**src/rtl/sobol_fp16_scheduler_pkg.sv**
```systemverilog
// Shared types, default sizes and helpers for the Sobol FP16 scheduler.
// Holds the FSM state enum and the trailing-zero count used to select direction numbers.
package sobol_pkg;

    localparam int NUM_DIM    = 4;
    localparam int IDX_W      = 16;
    localparam int FP_EXP_W   = 5;
    localparam int FP_MAN_W   = 11;
    localparam int FP_MIN_EXP = 10;

    typedef enum logic [0:0] {IDLE, RUN} state_t;

    // Callers zero-extend an IDX_W-bit index, so this equals ctz over IDX_W bits.
    function automatic logic [4:0] ctz(input logic [31:0] v);
        logic [4:0] r;
        r = 5'd0;
        for (int i = 31; i >= 0; i--) begin
            if (v[i]) r = 5'(i);
        end
        return r;
    endfunction

endpackage

```
**src/rtl/sobol_fp16_scheduler_cvt.sv**
```systemverilog
// Shared INT32 -> FP16 converter: exponent is the MSO index clamped at FP_MIN_EXP,
// mantissa is the 11 bits starting at that position.
module sobol_fp16_scheduler_cvt
    import sobol_pkg::*;
(
    input  logic [31:0]                  x,
    output logic [FP_EXP_W+FP_MAN_W-1:0] fp16
);

    function automatic logic [FP_EXP_W+FP_MAN_W-1:0] int_to_fp16(input logic [31:0] v);
        logic [FP_EXP_W-1:0] e;
        logic [31:0]         sh;
        e = FP_EXP_W'(FP_MIN_EXP);
        for (int i = FP_MIN_EXP + 1; i < 32; i++) begin
            if (v[i]) e = FP_EXP_W'(i);
        end
        sh = v >> (e - FP_EXP_W'(FP_MIN_EXP));
        return {e, sh[FP_MAN_W-1:0]};
    endfunction

    assign fp16 = int_to_fp16(x);

endmodule

```
**src/rtl/sobol_fp16_scheduler.sv**
```systemverilog
// NUM_DIM-dimensional Gray-code Sobol sequencer streaming FP16 samples dim-by-dim
// through one shared converter over a valid/ready port.
module sobol_fp16_scheduler #(
    parameter int  NUM_DIM = sobol_pkg::NUM_DIM,
    parameter int  IDX_W   = sobol_pkg::IDX_W,
    localparam int DIM_W   = $clog2(NUM_DIM)
) (
    input  logic             clk,
    input  logic             rst,
    input  logic             cfg_we,
    input  logic [DIM_W-1:0] cfg_dim,
    input  logic [4:0]       cfg_bit,
    input  logic [31:0]      cfg_data,
    input  logic             start,
    input  logic             stop,
    output logic             busy,
    output logic             done,
    output logic             out_valid,
    input  logic             out_ready,
    output logic [15:0]      out_fp16,
    output logic [DIM_W-1:0] out_dim,
    output logic             out_last,
    output logic [IDX_W-1:0] out_idx
);
    import sobol_pkg::*;

    state_t           state, state_nxt;
    logic [31:0]      v_tab [NUM_DIM][32];
    logic [31:0]      x_reg [NUM_DIM];
    logic [DIM_W-1:0] dptr;
    logic [IDX_W-1:0] idx;
    logic             stop_pend;
    logic             done_q;
    logic             xfer, last_dim, run_end;
    logic [IDX_W-1:0] idx_inc;
    logic [4:0]       vsel;
    logic [31:0]      x_cur;

    assign last_dim = (dptr == DIM_W'(NUM_DIM - 1));
    assign xfer     = (state == RUN) && out_ready;
    // A run ends only on a point boundary: after the last dim of the final or stop-requested point.
    assign run_end  = xfer && last_dim && ((&idx) || stop_pend);
    assign idx_inc  = idx + IDX_W'(1);
    assign vsel     = ctz(32'(idx_inc));
    assign x_cur    = x_reg[dptr];

    always_comb begin
        state_nxt = state;
        case (state)
            IDLE:    if (start) state_nxt = RUN;
            RUN:     if (run_end) state_nxt = IDLE;
            default: state_nxt = IDLE;
        endcase
    end

    always_ff @(posedge clk) begin
        if (rst) begin
            state     <= IDLE;
            dptr      <= '0;
            idx       <= '0;
            stop_pend <= 1'b0;
            done_q    <= 1'b0;
            for (int d = 0; d < NUM_DIM; d++) begin
                x_reg[d] <= '0;
                for (int k = 0; k < 32; k++) v_tab[d][k] <= '0;
            end
        end else begin
            state  <= state_nxt;
            done_q <= run_end;
            if (state == IDLE) begin
                stop_pend <= 1'b0;
                if (cfg_we) v_tab[cfg_dim][cfg_bit] <= cfg_data;
                if (start) begin
                    dptr <= '0;
                    idx  <= '0;
                    for (int d = 0; d < NUM_DIM; d++) x_reg[d] <= '0;
                end
            end else begin
                if (stop) stop_pend <= 1'b1;
                if (run_end) begin
                    stop_pend <= 1'b0;
                end else if (xfer) begin
                    if (!last_dim) begin
                        dptr <= dptr + DIM_W'(1);
                    end else begin
                        // Antonov-Saleev step: all dims advance together at the point boundary.
                        dptr <= '0;
                        idx  <= idx_inc;
                        for (int d = 0; d < NUM_DIM; d++) x_reg[d] <= x_reg[d] ^ v_tab[d][vsel];
                    end
                end
            end
        end
    end

    sobol_fp16_scheduler_cvt u_cvt (
        .x    (x_cur),
        .fp16 (out_fp16)
    );

    assign busy      = (state != IDLE);
    assign done      = done_q;
    assign out_valid = (state == RUN);
    assign out_dim   = dptr;
    assign out_last  = last_dim;
    assign out_idx   = idx;

endmodule

```
**config.mk**
```make
export PLATFORM = sky130hd
export DESIGN_NAME = sobol_fp16_scheduler
export DESIGN_NICKNAME = d
export VERILOG_FILES = /design/src/rtl/sobol_fp16_scheduler_pkg.sv /design/src/rtl/sobol_fp16_scheduler_cvt.sv /design/src/rtl/sobol_fp16_scheduler.sv
export SDC_FILE = /design/constraint.sdc
export NUM_CORES = 2
export LEC_CHECK = 0
export CORE_ASPECT_RATIO = 1.75
export CORE_MARGIN = 2
export CORE_UTILIZATION = 55
export DETAILED_ROUTE_END_ITERATION = 7
export GPL_TIMING_DRIVEN = 0
export PLACE_DENSITY = 0.71
export SKIP_LAST_GASP = 1
export SLEW_MARGIN = 20
export SYNTH_ARGS = -nofsm -noshare
export SYNTH_HDL_FRONTEND = slang
export SYNTH_MEMORY_MAX_BITS = 65536
export SYNTH_SLANG_ARGS = --single-unit
```
**constraint.sdc**
```tcl
create_clock -name clk -period 5.21 [get_ports clk]
set_clock_uncertainty 0.15 [all_clocks]
set_input_delay 0.521 -clock clk [delete_from_list [all_inputs] [get_ports clk]]
set_output_delay 0.521 -clock clk [all_outputs]
set_load 0.03 [all_outputs]
```
Word level (Yosys, flattened, before mapping)
Memories as Yosys holds them, arrays and structs flattened. A register that Yosys moved wholly into a read port is not among the register bits.
Index checks and enable logic that the tools add are counted.
- memories kept: 2
- memory bits (writable): 4224
- input port bits: 45
- flip-flop bits (word level): 21
- memories (name ; words ; width ; rd ports ; clocked after memory_dff ; wr ports ; line ; text):
    v_tab ; 4 ; 1024 ; 4 ; 0 ; 4 ; sobol_fp16_scheduler.sv:28 ; logic [31:0] v_tab [NUM_DIM][32];
    x_reg ; 4 ; 32 ; 5 ; 1 ; 4 ; sobol_fp16_scheduler.sv:29 ; logic [31:0] x_reg [NUM_DIM];
- add/subtract/negate cells: 3
- order comparisons: 3
- reductions and logical operators: 11
- eq/ne operators: 4
- shift operators: 1
- bitwise gates (word level): 15
- multiplexer cells: 92
- operators with widths (cell ; number):
    2-to-1 mux 1024 bit ; 3
    OR reduction 1024 bit ; 1
    binary-select mux 32 bit (select 5 bit) ; 4
    2-to-1 mux 32 bit ; 17
    demux 32 bit (select 5 bit) ; 1
    2-to-1 mux 5 bit ; 28
    XOR 32 bit ; 4
    2-to-1 mux 16 bit ; 5
    right shift 32 x 5 -> 11 bit ; 1
    2-to-1 mux 1 bit ; 17
    adder 16 x 1 -> 16 bit (second input constant) ; 1
    2-to-1 mux 2 bit ; 8
    2-to-1 mux 4 bit ; 4
    AND reduction 16 bit ; 1
    >= comparator 6 bit (second input constant) ; 2
    2-to-1 mux 3 bit ; 4
    inverter 5 -> 6 bit ; 2
    OR 1 bit ; 8
    less-than comparator 6 x 1 -> 1 bit (second input constant) ; 1
    subtractor 5 x 4 -> 5 bit (second input constant) ; 1
    logical AND 1 bit ; 4
    != test 2 x 1 -> 1 bit (second input constant) ; 2
    AND reduction 4 bit ; 1
    AND reduction 3 bit ; 1
    other kinds (8) ; 8

Longest topological paths before layout
- word-level depth: 23
- depth in mapped cells: 18
- depth with buffers taken out: 12

Hierarchy
A second synthesis with hierarchy kept.
- cell total of the unflattened synthesis: 7473
- area, all modules: 101994.1 sq um
- modules (own cells, without submodules) (module ; area an instance (sq um) ; times used ; cells an instance):
    sobol_fp16_scheduler ; 100316.2 ; 1 ; 7246
    sobol_fp16_scheduler_cvt ; 1677.9 ; 1 ; 227

Worst setup path after synthesis
Ideal clock, no wire load.
- kind: flip-flop to output port
- start: reg with a tool-made name
- end: out out_fp16[4]
- arrival: 4.289 ns
- stages on the path, launching flop included: 17
- slack: 0.250 ns
- path through: dfxtp_1 buf_6 buf_6 mux4_2 o311ai_0 nand3_1 a31o_2 buf_2 inv_1 buf_2 ha_1 clkbuf_1 xnor2_1 clkbuf_1 o2bb2ai_1 a221oi_1 a211oi_1
- RTL lines (what ; line ; text):
    end, declared ; sobol_fp16_scheduler.sv:20 ; output logic [15:0] out_fp16,

==> results.txt <==
Status -> finished with violations
Violated checks -> antenna rules, DRC, setup timing
Max transition margin -> 10.5%
Reg2reg path depth -> 14
First-pass GRT wire length -> 609 mm
Max_cap viols -> 0
Crit end category -> output pin
Worst r2r src -> out_idx[0]
Initial Util -> 55.4%
Routed WL -> 457 mm
Worst r2r dst -> x_reg[2][1]
Hold path startpoint -> cfg_data[5]
Nets -> 9105
RSZ-0062 raised after global routing -> yes
Pin count of the biggest net entering global routing -> 33
Min Tclk post-route -> 5330 ps
Main flop type after synthesis -> edfxtp_1
Hold Path Depth -> 2
Reg2reg setup slack -> -20 ps
Antenna violations before repair -> 68
Pwr dens -> 326 mW/mm²
Final Cycle Share -> 102%
Storage cell area -> 0.0655 mm²
Layout filler cell count -> 15.1k
Gate count after technology mapping -> 8705
CP Class -> flop to output pin
Syn-to-layout area delta -> 12.8%
Combinational share of power -> 7.5%
Worst Hold Class -> primary input to flop
Clk network pwr share -> 40.4%
Register share of total power -> 52.1%
TritonCTS sink count -> 2199
Ports -> 83
Most frequent cells in the layout -> edfxtp_1 (2144), and2_1 (2053), nand2_1 (1261)
Sequential share of the synthesized area -> 61.9%
Average wire per standard cell -> 38.8 µm
I/O Buffers -> 49
Final setup margin -> -125 ps
Net load switching power -> 9.39 mW
Final Wtd Congestion -> 1.07
Synthesized area -> 0.106 mm²
Dpl ws -> -1240 ps
Peak Freq -> 187 MHz
Placed cells -> 11.3k
Post-Syn Nets -> 8753
CTS buffer count -> 204
GR Overflow Total -> 0
Post-synth EDFFs -> 2144
Die ar. -> 0.196 mm²
Max reg flops -> 2048
Worst path required time -> 4540 ps
DRC Markers -> 2
Chip height -> 584 µm
Chip Width -> 335 µm
Synth Register Bits -> 2199
Vias after detailed routing -> 77.5k
Post-synth ARST share -> 0%
Syn_area_per_cell -> 12.1 µm²
Detailed router's first-iteration violation count -> 9961
Clk buf depth -> 4
Yosys Warn Count -> 0
Drt pass-1 iters -> 8
Maximum VDD drop -> 0.000334 V
Area of the multi-input gates -> 0.0380 mm²
All-layer global routing usage -> 46.3%
Final Power -> 38.9 mW
Final Hold Viols -> 0
# setup viols final -> 9
Switching Fraction -> 24.1%
CP Max Fanout -> 5
CTS tree -> done
Final cell count without fillers -> 11.8k
Share of post-route cells with drive strength above 1 -> 11.2%
Max Slew Vio Count -> 0
Skew-Pair Late Insertion Delay -> 890 ps
Internal power -> 29.5 mW
Most common cell after layout, fill and taps aside -> edfxtp_1
HPWL after DPL -> 339 mm
Post-DRT Antenna Nets -> 1
Core area -> 0.191 mm²
Slew at the pin with the worst max-slew slack -> 1340 ps
Critical path startpoint category -> flop
CTS H-tree depth -> 4
Arrival time worst endpoint -> 4660 ps
Cell row count -> 212
Reg clk slew, reported paths -> 60 ps
Leakage power -> 44.7 nW
Worst Hold End -> v_tab[3][997]
Vias in the first global route -> 74.5k
Via density -> 6.58
Clock root cell -> clkbuf_16
Synth cell types -> 78
Yosys cell counts, types with 4 or more instances:
cell	n	area, µm²
mux4_2	33	743
nand2b_1	7	43.8
a32o_1	91	911
a32oi_1	6	52.6
nand2_1	1262	4740
nand3_1	230	1150
clkbuf_1	575	2160
and2_1	2053	12800
xor2_1	5	43.8
a221oi_1	23	201
a22oi_1	70	526
xnor2_1	6	52.6
buf_4	31	233
nor2_1	132	495
inv_1	15	56.3
buf_1	81	304
nor2b_1	15	93.8
and3_1	190	1190
o221ai_1	4	35.0
buf_6	13	146
o311ai_0	4	35.0
nor4_1	6	37.5
mux2_2	13	146
o21ai_0	27	135
nand4_1	10	62.6
edfxtp_1	2144	64400
dfxtp_1	55	1100
o22ai_1	4	25.0
o22a_1	6	52.6
a21oi_1	73	365
or3_1	102	638
and4_1	4	35.0
a31oi_1	190	1190
buf_2	129	646
or2_2	66	413
mux2i_1	834	8350
a21o_1	35	263
a211oi_1	9	67.6
a221oi_2	73	1100
nor3_1	19	95.1
layer usage:
metal,track usage [%],vias up,wire length [µm]
met1,46.5,38203,135000
met3,12.6,2031,46400
met4,49.7,10,61200
met2,74.5,5646,214000
li1,-,31575,-
met5,0,-,78
layout make-up:
cell class | count | share of cell area, %
Buffer | 827 | 3.27
Inverter | 16 | 0.0566
Multi-Input combinational cell | 5659 | 31.9
Clock buffer | 256 | 4.55
Clock inverter | 111 | 1.06
Tap cell | 2461 | 2.58
Sequential cell | 2199 | 54.9
Antenna cell | 93 | 0.195
Timing Repair Buffer | 150 | 1.52
worst max-delay path by stage:
stage | startpoint | to | slack [ps] | cells after the start
5_1_grt | flop | out_fp16[1] | -170 | 13
3_3_place_gp | out_idx[0] | x_reg[1][29] | -1380 | 13
3_5_place_dp | flop | out_fp16[4] | -1240 | 17
4_1_cts | out_idx[0] | x_reg[1][26] | -160 | 15
6_report | flop | out_fp16[1] | -120 | 13
2_1_floorplan | flop | out_fp16[4] | 250 | 16
power groups by stage:
stage / Combinational [mW] / Clock (mW) / Sequential (mW)
final: 2.91 / 15.7 / 20.3
after global routing: 2.93 / 16.1 / 20.3
after CTS: 2.68 / 15.5 / 20.2
after detailed placement: 2.46 / 0 / 20.6
after global placement: 2.39 / 0 / 20.6
after floorplan: 1.20 / 0 / 20.5
per-stage QoR:
stage,hold WS [ps],setup TNS (ps),instance area [µm²],util [%]
after floorplan,308,0,106000,-
after global placement,348,-253300,109000,57.3
after detailed placement,367,-92440,110000,57.7
after CTS,18.1,-2680,118000,62.1
after global routing,42.5,-1000,119000,62.4
final,41.5,-294,119000,62.5
cells by family (layout without fill, tap and decap cells):
logic type | after synthesis | after routing | share of synthesized area (%)
compound gates | 651 | 651 | 4.99
fa+ha+maj | 3 | 3 | 0.0355
buf+inv | 847 | 1360 | 3.38
flops | 2199 | 2199 | 61.9
xor+xnor | 11 | 11 | 0.0911
other cells | 0 | 93 | 0
mux | 882 | 882 | 8.77
simple gates | 4112 | 4112 | 20.8
worst max-delay path, cell delays in order, from the launching register on:
cell and delay [ps]:
dfxtp_2 330, buf_8 140, buf_12 130, mux4_2 610
or3_4 400, o211a_1 220, o21ai_2 210, buf_6 200
mux2i_4 290, mux2i_1 140, mux2_4 310, nor2b_4 130
or4_4 520, buf_6 170
repair_timing:
| item | CTS | global route |
|---|---|---|
| cloned | 3 | 2 |
| setup endpoints to repair | 125 | 137 |
| gates resized for setup | 336 | 102 |
| pin swaps | 10 | 23 |
| buffers inserted | 34 | 21 |
| hold endpoints to repair | 3 | 0 |
| hold buffers | 3 | 0 |
Note: power is estimated with default switching activity, not from simulation.
